===== src/rtl/muldiv_sequencer_pkg.sv =====
// Shared definitions for the iterative multiply/divide unit.
package muldiv_sequencer_pkg;

    localparam int XLEN  = 64;
    localparam int CNT_W = $clog2(XLEN) + 1;

    // M-extension funct3 encodings handled by the unit
    localparam logic [2:0] F3_MUL  = 3'b000;
    localparam logic [2:0] F3_DIV  = 3'b100;
    localparam logic [2:0] F3_DIVU = 3'b101;
    localparam logic [2:0] F3_REM  = 3'b110;
    localparam logic [2:0] F3_REMU = 3'b111;

    typedef enum logic [1:0] {
        S_IDLE = 2'd0,
        S_MUL  = 2'd1,
        S_DIV  = 2'd2,
        S_DONE = 2'd3
    } state_t;

    function automatic logic [XLEN-1:0] sext_word(input logic [31:0] v);
        return {{(XLEN-32){v[31]}}, v};
    endfunction

    function automatic logic [XLEN-1:0] zext_word(input logic [31:0] v);
        return {{(XLEN-32){1'b0}}, v};
    endfunction

    // Word results are always sign-extended from bit 31, unsigned ops included.
    function automatic logic [XLEN-1:0] fmt_result(input logic word, input logic [XLEN-1:0] v);
        return word ? sext_word(v[31:0]) : v;
    endfunction

endpackage


===== src/rtl/muldiv_sequencer_if.sv =====
// Execute-stage <-> mul/div unit handshake bundle.
interface muldiv_sequencer_if;
    import muldiv_sequencer_pkg::*;

    logic            flush;
    logic            op_valid;
    logic            op_ready;
    logic [2:0]      op_funct3;
    logic            op_word;
    logic [XLEN-1:0] op_src1;
    logic [XLEN-1:0] op_src2;
    logic            res_valid;
    logic            res_ready;
    logic [XLEN-1:0] res_data;
    logic            busy;

    modport master (
        output flush, op_valid, op_funct3, op_word, op_src1, op_src2, res_ready,
        input  op_ready, res_valid, res_data, busy
    );

    modport slave (
        input  flush, op_valid, op_funct3, op_word, op_src1, op_src2, res_ready,
        output op_ready, res_valid, res_data, busy
    );

endinterface


===== src/rtl/muldiv_div_core.sv =====
// Restoring radix-2 divide datapath on unsigned magnitudes; one quotient bit per step.
// The dividend is expected MSB-aligned in the quotient register so word ops
// simply run fewer steps. quo_nxt/rem_nxt expose the post-step values so the
// caller can capture the final result in the same cycle as the last step.
module muldiv_div_core
    import muldiv_sequencer_pkg::*;
(
    input  logic            clk,
    input  logic            clr,
    input  logic            load,
    input  logic            step,
    input  logic [XLEN-1:0] dividend,
    input  logic [XLEN-1:0] divisor,
    output logic [XLEN-1:0] quo_nxt,
    output logic [XLEN-1:0] rem_nxt
);

    logic [XLEN-1:0] quo_q;
    logic [XLEN-1:0] rem_q;
    logic [XLEN-1:0] dvs_q;
    logic [XLEN:0]   shifted;
    logic [XLEN:0]   diff;
    logic            q_bit;

    // Trial subtraction of the divisor from the shifted partial remainder.
    always_comb begin
        shifted = {rem_q, quo_q[XLEN-1]};
        diff    = shifted - {1'b0, dvs_q};
        q_bit   = ~diff[XLEN];
        rem_nxt = q_bit ? diff[XLEN-1:0] : shifted[XLEN-1:0];
        quo_nxt = {quo_q[XLEN-2:0], q_bit};
    end

    // Remainder/quotient shift registers.
    always_ff @(posedge clk) begin
        if (clr) begin
            quo_q <= '0;
            rem_q <= '0;
            dvs_q <= '0;
        end else if (load) begin
            quo_q <= dividend;
            rem_q <= '0;
            dvs_q <= divisor;
        end else if (step) begin
            quo_q <= quo_nxt;
            rem_q <= rem_nxt;
        end
    end

endmodule


===== src/rtl/muldiv_sequencer.sv =====
// Iterative multiply/divide unit with its own sequencing FSM.
//
//   state  | meaning
//   -------+--------------------------------------------------------------
//   S_IDLE | ready for a new op (op_ready = 1)
//   S_MUL  | shift-add multiply, one multiplier bit per cycle
//   S_DIV  | restoring divide, one quotient bit per cycle
//   S_DONE | result held on res_data until res_ready
module muldiv_sequencer
    import muldiv_sequencer_pkg::*;
(
    input  logic             clk,
    input  logic             rst,
    muldiv_sequencer_if.slave bus
);

    state_t            state, state_nxt;
    logic [CNT_W-1:0]  cnt;
    logic              accept;

    logic              in_is_div, in_signed, in_rem;
    logic [XLEN-1:0]   src1_w, src2_w, min_w;
    logic              div_zero, div_ovf, fast;
    logic              neg_a, neg_b;
    logic [XLEN-1:0]   mag_a, mag_b;
    logic [XLEN-1:0]   fast_raw, fast_res;

    logic              word_q, is_rem_q, neg_q_q, neg_r_q;
    logic [XLEN-1:0]   mcand, mplier, prod, prod_nxt;
    logic [XLEN-1:0]   quo_nxt, rem_nxt, q_fix, r_fix;
    logic [XLEN-1:0]   res_q, res_val;

    logic              cnt_load, cnt_dec, mul_load, mul_step, div_load, div_step;
    logic              res_load, res_clr;

    assign accept = bus.op_valid && bus.op_ready && !bus.flush;

    // funct3[2] selects divide; other non-mul encodings fall through to mul.
    assign in_is_div = bus.op_funct3[2];
    assign in_signed = ~bus.op_funct3[0];
    assign in_rem    = bus.op_funct3[1];

    // Bring word operands to full width so a single compare/negate path serves both widths.
    assign src1_w = bus.op_word ? (in_signed ? sext_word(bus.op_src1[31:0]) : zext_word(bus.op_src1[31:0]))
                                : bus.op_src1;
    assign src2_w = bus.op_word ? (in_signed ? sext_word(bus.op_src2[31:0]) : zext_word(bus.op_src2[31:0]))
                                : bus.op_src2;
    assign min_w  = bus.op_word ? sext_word(32'h8000_0000) : {1'b1, {(XLEN-1){1'b0}}};

    assign div_zero = (src2_w == '0);
    assign div_ovf  = in_signed && (src1_w == min_w) && (src2_w == '1);
    assign fast     = in_is_div && (div_zero || div_ovf);

    assign neg_a = in_signed && src1_w[XLEN-1];
    assign neg_b = in_signed && src2_w[XLEN-1];
    assign mag_a = neg_a ? -src1_w : src1_w;
    assign mag_b = neg_b ? -src2_w : src2_w;

    // Results for the divide-by-zero and signed-overflow cases, ready in the accept cycle.
    always_comb begin
        fast_raw = '0;
        if (div_zero) fast_raw = in_rem ? src1_w : '1;
        else          fast_raw = in_rem ? '0 : src1_w;
        fast_res = fmt_result(bus.op_word, fast_raw);
    end

    assign prod_nxt = prod + (mplier[0] ? mcand : '0);

    // Sign fixup on the final divide step; remainder follows the dividend's sign.
    assign q_fix = neg_q_q ? -quo_nxt : quo_nxt;
    assign r_fix = neg_r_q ? -rem_nxt : rem_nxt;

    // State register; flush and reset both return to idle.
    always_ff @(posedge clk) begin
        if (rst || bus.flush) state <= S_IDLE;
        else                  state <= state_nxt;
    end

    // Next-state and datapath control.
    always_comb begin
        state_nxt = state;
        cnt_load  = 1'b0;
        cnt_dec   = 1'b0;
        mul_load  = 1'b0;
        mul_step  = 1'b0;
        div_load  = 1'b0;
        div_step  = 1'b0;
        res_load  = 1'b0;
        res_clr   = 1'b0;
        res_val   = '0;
        case (state)
            S_IDLE: begin
                if (accept) begin
                    if (fast) begin
                        state_nxt = S_DONE;
                        res_load  = 1'b1;
                        res_val   = fast_res;
                    end else if (in_is_div) begin
                        state_nxt = S_DIV;
                        div_load  = 1'b1;
                        cnt_load  = 1'b1;
                    end else begin
                        state_nxt = S_MUL;
                        mul_load  = 1'b1;
                        cnt_load  = 1'b1;
                    end
                end
            end
            S_MUL: begin
                mul_step = 1'b1;
                cnt_dec  = 1'b1;
                if (cnt == CNT_W'(1)) begin
                    state_nxt = S_DONE;
                    res_load  = 1'b1;
                    res_val   = fmt_result(word_q, prod_nxt);
                end
            end
            S_DIV: begin
                div_step = 1'b1;
                cnt_dec  = 1'b1;
                if (cnt == CNT_W'(1)) begin
                    state_nxt = S_DONE;
                    res_load  = 1'b1;
                    res_val   = fmt_result(word_q, is_rem_q ? r_fix : q_fix);
                end
            end
            S_DONE: begin
                if (bus.res_ready) begin
                    state_nxt = S_IDLE;
                    res_clr   = 1'b1;
                end
            end
            default: state_nxt = S_IDLE;
        endcase
    end

    // Iteration counter, loaded with the operand width at accept.
    always_ff @(posedge clk) begin
        if (rst || bus.flush)  cnt <= '0;
        else if (cnt_load)     cnt <= bus.op_word ? CNT_W'(32) : CNT_W'(XLEN);
        else if (cnt_dec)      cnt <= cnt - CNT_W'(1);
    end

    // Op attributes captured at accept so later operand changes have no effect.
    always_ff @(posedge clk) begin
        if (rst || bus.flush) begin
            word_q   <= 1'b0;
            is_rem_q <= 1'b0;
            neg_q_q  <= 1'b0;
            neg_r_q  <= 1'b0;
        end else if (accept) begin
            word_q   <= bus.op_word;
            is_rem_q <= in_rem;
            neg_q_q  <= neg_a ^ neg_b;
            neg_r_q  <= neg_a;
        end
    end

    // Shift-add multiplier; low bits are sign-agnostic so raw operands are used.
    always_ff @(posedge clk) begin
        if (rst || bus.flush) begin
            mcand  <= '0;
            mplier <= '0;
            prod   <= '0;
        end else if (mul_load) begin
            mcand  <= bus.op_src1;
            mplier <= bus.op_src2;
            prod   <= '0;
        end else if (mul_step) begin
            mcand  <= {mcand[XLEN-2:0], 1'b0};
            mplier <= {1'b0, mplier[XLEN-1:1]};
            prod   <= prod_nxt;
        end
    end

    // Result register: written on entry to S_DONE, zero otherwise.
    always_ff @(posedge clk) begin
        if (rst || bus.flush) res_q <= '0;
        else if (res_load)    res_q <= res_val;
        else if (res_clr)     res_q <= '0;
    end

    muldiv_div_core u_div_core (
        .clk      (clk),
        .clr      (rst || bus.flush),
        .load     (div_load),
        .step     (div_step),
        .dividend (bus.op_word ? {mag_a[31:0], 32'h0} : mag_a),
        .divisor  (mag_b),
        .quo_nxt  (quo_nxt),
        .rem_nxt  (rem_nxt)
    );

    assign bus.op_ready  = (state == S_IDLE);
    assign bus.busy      = (state != S_IDLE);
    assign bus.res_valid = (state == S_DONE);
    assign bus.res_data  = res_q;

endmodule


===== src/flat_wrapper.sv =====
// flat-port wrapper written by rule: the top's interface ports become plain ports
module muldiv_sequencer_flat import muldiv_sequencer_pkg::*;
  (clk, rst, bus_flush, bus_op_valid, bus_op_funct3, bus_op_word, bus_op_src1, bus_op_src2, bus_res_ready, bus_op_ready, bus_res_valid, bus_res_data, bus_busy);
  muldiv_sequencer_if bus_i ();
  input  logic clk;
  input  logic rst;
  input wire logic [$bits(bus_i.flush)-1:0] bus_flush;
  input wire logic [$bits(bus_i.op_valid)-1:0] bus_op_valid;
  input wire logic [$bits(bus_i.op_funct3)-1:0] bus_op_funct3;
  input wire logic [$bits(bus_i.op_word)-1:0] bus_op_word;
  input wire logic [$bits(bus_i.op_src1)-1:0] bus_op_src1;
  input wire logic [$bits(bus_i.op_src2)-1:0] bus_op_src2;
  input wire logic [$bits(bus_i.res_ready)-1:0] bus_res_ready;
  output wire logic [$bits(bus_i.op_ready)-1:0] bus_op_ready;
  output wire logic [$bits(bus_i.res_valid)-1:0] bus_res_valid;
  output wire logic [$bits(bus_i.res_data)-1:0] bus_res_data;
  output wire logic [$bits(bus_i.busy)-1:0] bus_busy;
  assign bus_i.flush = bus_flush;
  assign bus_i.op_valid = bus_op_valid;
  assign bus_i.op_funct3 = bus_op_funct3;
  assign bus_i.op_word = bus_op_word;
  assign bus_i.op_src1 = bus_op_src1;
  assign bus_i.op_src2 = bus_op_src2;
  assign bus_i.res_ready = bus_res_ready;
  assign bus_op_ready = bus_i.op_ready;
  assign bus_res_valid = bus_i.res_valid;
  assign bus_res_data = bus_i.res_data;
  assign bus_busy = bus_i.busy;
  muldiv_sequencer u_core (.clk(clk), .rst(rst), .bus(bus_i));
endmodule

===== config.mk =====
export PLATFORM = sky130hd
export DESIGN_NAME = muldiv_sequencer_flat
export DESIGN_NICKNAME = d
export VERILOG_FILES = /design/src/rtl/muldiv_sequencer_pkg.sv /design/src/rtl/muldiv_sequencer_if.sv /design/src/rtl/muldiv_div_core.sv /design/src/rtl/muldiv_sequencer.sv /design/src/flat_wrapper.sv
export SDC_FILE = /design/constraint.sdc
export NUM_CORES = 2
export LEC_CHECK = 0
export ABC_AREA = 1
export CAP_MARGIN = 20
export CORE_MARGIN = 8
export CORE_UTILIZATION = 50
export CTS_CLUSTER_SIZE = 10
export DETAILED_ROUTE_END_ITERATION = 10
export PLACE_DENSITY = 0.77
export SLEW_MARGIN = 30
export SYNTH_ARGS = -nofsm -noshare
export SYNTH_HDL_FRONTEND = slang
export SYNTH_SLANG_ARGS = --single-unit
export TNS_END_PERCENT = 20

===== constraint.sdc =====
create_clock -name clk -period 5.2 [get_ports clk]
set_input_delay 1.04 -clock clk [delete_from_list [all_inputs] [get_ports clk]]
set_output_delay 1.04 -clock clk [all_outputs]
set_load 0.01 [all_outputs]

==> results.md <==
Outcome:
- The flow ran to the end, but the final reports show violations.
- The checks that failed: antenna rules.

Setup path:
- On the worst path, the slowest cell contributes a delay of ~0.40 ns.
- The critical path endpoint category is a flop.
- The worst path arrival time is roughly 5.4 ns.
- The required arrival time at the worst endpoint is 5.69 ns.
- Of all nets on the critical path, the largest fanout is 3.
- The type of the worst setup path is flop to flop.
- The launching element type of the critical path is a flop.
- Among the stages of the critical path, the cell type that occurs most often is nand2_1.
- The standard cell with the maximum stage delay on the critical path is fa_1.

STA:
- The transition time at the pin with the least slew margin is 1.04 ns.
- The count of pins over their slew limit is 0.
- For the finished layout, the period the worst path requires is 4.94 ns.
- Across the routed clock network, the largest skew measured is 0.0344 ns.
- The final total negative setup slack is 0 ns.
- Setup violations remaining at the end of the flow were counted as 0.
- Hold timing on the final database bottoms out at a slack of between 0.4 and 0.5 ns.
- The portion of the clock cycle consumed by the worst path in the final layout is 0.951.
- The count of final hold-check violations is 0.
- The maximum clock rate is 202 MHz.
- Measured against its own limit, the worst slew margin works out to 0.307.
- Setup repair after global routing could not meet its margin everywhere.

Global route:
- The first-pass GRT wire length is roughly 280 mm.
- Entering global routing, the biggest net connects between 100 and 150 pins.
- The leftover overflow at the end of global routing is 0.
- The initial antenna violation count is 17.
- The via count of the first global-routing pass is 46100.
- The aggregate global-route resource usage is 0.387.

Floorplanning:
- The die covers 93200 sq um.
- The initial utilization of the core area, before any placement, comes to 0.502.
- The region available for standard cell placement spans approximately 83000 sq um.
- During I/O placement, the number of pins put on the boundary was 204.
- The die is 305 microns tall.
- The standard-cell row count is 106.
- The floorplan step set the die width to 305 microns.

CTS:
- Clock tree synthesis selected as its root buffer the cell clkbuf_16.
- The CTS tree is yes.
- The number of buffers inserted by hold repair at cts is 0.
- The clock transition at the registers of the reported paths is 0.06 ns.
- The tree built by TritonCTS fans out to around 460 sinks.
- In this run, CTS created clock tree buffers numbering 56.
- The number of H-tree levels is 2.
- Counting along the longest clock path gives a buffer depth of 3.
- Clock latency on the worst-skew pair, taken at its later pin, is 0.64 ns.

Layout:
- In the final design database the tool counted 8023 nets.
- The layout has 8586 filler cells.
- The register area is 9230 sq um.
- In the final layout, the multi-input gates occupy 26900 sq um.
- The area growth from synthesis to layout is 15.4%.
- The share of layout cells above drive strength 1 is 0.0676.

Synthesis:
- Of the total synthesized cell area, the portion taken by full adders, half adders and majority gates is 0.0419.
- Counting flops with a built-in enable in the synthesized netlist gives 0.
- The flip-flop cell with the highest count after synthesis is dfxtp_1.
- The post-synthesis compound-gate area fraction is 0.181.
- Of the total synthesized cell area, the portion taken by XOR and XNOR cells is 0.0289.
- Of all flip-flops after synthesis, the portion carrying an async set or reset was 0.
- In the synthesized netlist, the cells that appear most often are 2369 x nand2_1, 1151 x inv_1, 704 x nor2_1.
- The average footprint of a synthesized cell is around 5.6 sq um.
- The post-synthesis sequential area ratio is 0.221.
- Summing every instance area after synthesis gives 41800 sq um.
- Sorting the synthesized cells by area gives the leading types as dfxtp_1 22%, nand2_1 21%, inv_1 10%, a21oi_1 7.2%, nor2_1 6.3%.
- Counting flops and latches in the post-synthesis netlist gives between 400 and 500.
- Of the post-synthesis cell area, the dominant cell type holds 0.221.
- The synthesized-area fraction occupied by and/or/nand/nor cells is 0.388.
- Synthesis produced a netlist whose cell count is 7510.
- After synthesis, the largest family of logic cells by area is simple AND/OR/NAND/NOR gates.
- The post-synth net total is 7786.
- Measured against the total synthesized area, the mux share comes to 0.000239.
- The leading area contributor after synthesis is dfxtp_1.
- After synthesis, the netlist uses slightly below 70 different library cells.
- The cell with the most instances after synthesis is nand2_1.
- The Yosys step of the flow raised 0 warnings.

Routing:
- The antenna violation net count after detailed routing is 1.
- After detailed routing, the total wire length is 191 mm.
- The number of DRC violations after detailed routing is 0.
- The number of iterations in the first detailed-routing pass is 7.
- The vias per cell is 5.84.
- The detailed router's first-iteration violation count is 7180.
- In the final routed layout, each cell accounts on average for 21.6 microns.
- Across all layers, the routed design uses 51700 vias.

Placement:
- At the end of routability-driven placement, the weighted congestion stood at 1.08.
- The number of input and output port buffers inserted is 203.
- Once detailed placement completed, the half-perimeter wirelength came to approximately 150 mm.

Power:
- The ratio of total power to cell area is a little over 300 nW/um^2.
- The overall power of the completed layout is 14800 uW.
- The static leakage is 0.0240 uW.
- The worst supply voltage drop on vdd is 0.275 mV.

Hold path:
- The worst min-delay path category is flop to flop.

Run:
- Across the run, the number of max-cap violations was 0.
[stage by stage]
| stage | area, sq um | util | setup slack, ns | std cells |
|---|---|---|---|---|
| after floorplan | 41800 | - | 0.359 | 7510 |
| after global placement | 46400 | 0.557 | 0.179 | 8766 |
| after detailed placement | 46400 | 0.557 | 0.121 | 8766 |
| after CTS | 48100 | 0.578 | 0.0970 | 8849 |
| after global routing | 48200 | 0.579 | -0.116 | 8853 |
| final | 48300 | 0.579 | 0.257 | 8859 |
[critical path, delay by kind of cell, from the launching register on]
kind	cells	cell delay [ns]
compound gates	5	0.72
fa+ha+maj	3	0.77
buf+inv	5	0.47
simple gates	25	2.48
flops	1	0.33
[registers in the layout (all words and copies together), names as in the netlist]
signal	count
u_core.bus.res_data	64
u_core.mcand	64
u_core.mplier	64
u_core.prod	64
u_core.u_div_core.dvs_q	64
u_core.u_div_core.quo_q	64
u_core.u_div_core.rem_q	64
u_core.cnt	7
u_core.state	2
u_core.is_rem_q	1
u_core.neg_q_q	1
u_core.neg_r_q	1
u_core.word_q	1
[what timing repair did]
action / 4_1_cts / 5_1_grt
endpoints found under the setup margin: 0 / 47
hold endpoints to repair: 0 / 0
resized for setup: 0 / 23
setup buffers: 0 / 1
[per-layer routing]
| layer | part of all wire | wire length (microns) | up-vias | track usage |
|---|---|---|---|---|
| li1 | - | - | 24500 | - |
| met5 | 0.00014 | 26 | - | 0 |
| met1 | 0.43 | 81500 | 23700 | 0.551 |
| met2 | 0.41 | 78000 | 3106 | 0.570 |
| met3 | 0.12 | 23100 | 425 | 0.0798 |
| met4 | 0.043 | 8290 | 6 | 0.145 |
[path summary, 6_finish.rpt]
| check | endpoint | from | slack, ns | depth (start not counted) |
|---|---|---|---|---|
| max | u_core.bus.res_data[58] | u_core.u_div_core.dvs_q[0] | 0.26 | 38 |
| min | u_core.bus.res_data[5] | u_core.bus.res_data[5] | 0.46 | 2 |
| max reg2reg | u_core.bus.res_data[58] | u_core.u_div_core.dvs_q[0] | 0.26 | 38 |
| min reg2reg | u_core.bus.res_data[5] | u_core.bus.res_data[5] | 0.46 | 2 |
[logic make-up (layout without fill, tap and decap cells)]
family                     after synthesis  after routing
adders and majority gates              139            139
buffers and inverters                 1504           1765
and+or+nand+nor                       3916           3917
other                                    0              7
xor gates and xnor gates               138            138
DFF                                    461            461
AOI/OAI and AO/OA                     1351           1351
muxes                                    1              1
[power by group]
| part | internal (uW) | switching [uW] | total [uW] |
|---|---|---|---|
| Clock | 2100 | 1670 | 3770 |
| Combinational | 2100 | 5330 | 7420 |
| Sequential | 3590 | 54.5 | 3640 |
[area by class of cell]
class / instances / share of cell area
multi-input cells: 5546 / 0.558
flip-flops and latches: 461 / 0.191
repair buffers: 507 / 0.0959
inverters: 1175 / 0.0915
clock buffers: 75 / 0.0328
well taps: 1080 / 0.0280
clock inverters: 8 / 0.00205
diodes: 7 / 0.000363
[placed cells by master, fill, tap and decap left out, types with 29 or more instances in the layout]
cell,n
nor2_1,694
xor2_1,107
dfxtp_1,458
nor3_1,109
nor4_1,46
a21oi_1,601
ha_1,135
a31oi_1,134
nand2_1,2366
buf_4,278
clkdlybuf4s50_1,202
or2_2,29
o221ai_1,29
clkbuf_16,56
o21ai_0,387
o211ai_1,53
nand3_1,491
inv_1,1148
xnor2_1,31
nand4_1,86
Power figures use the tool's default switching activity.
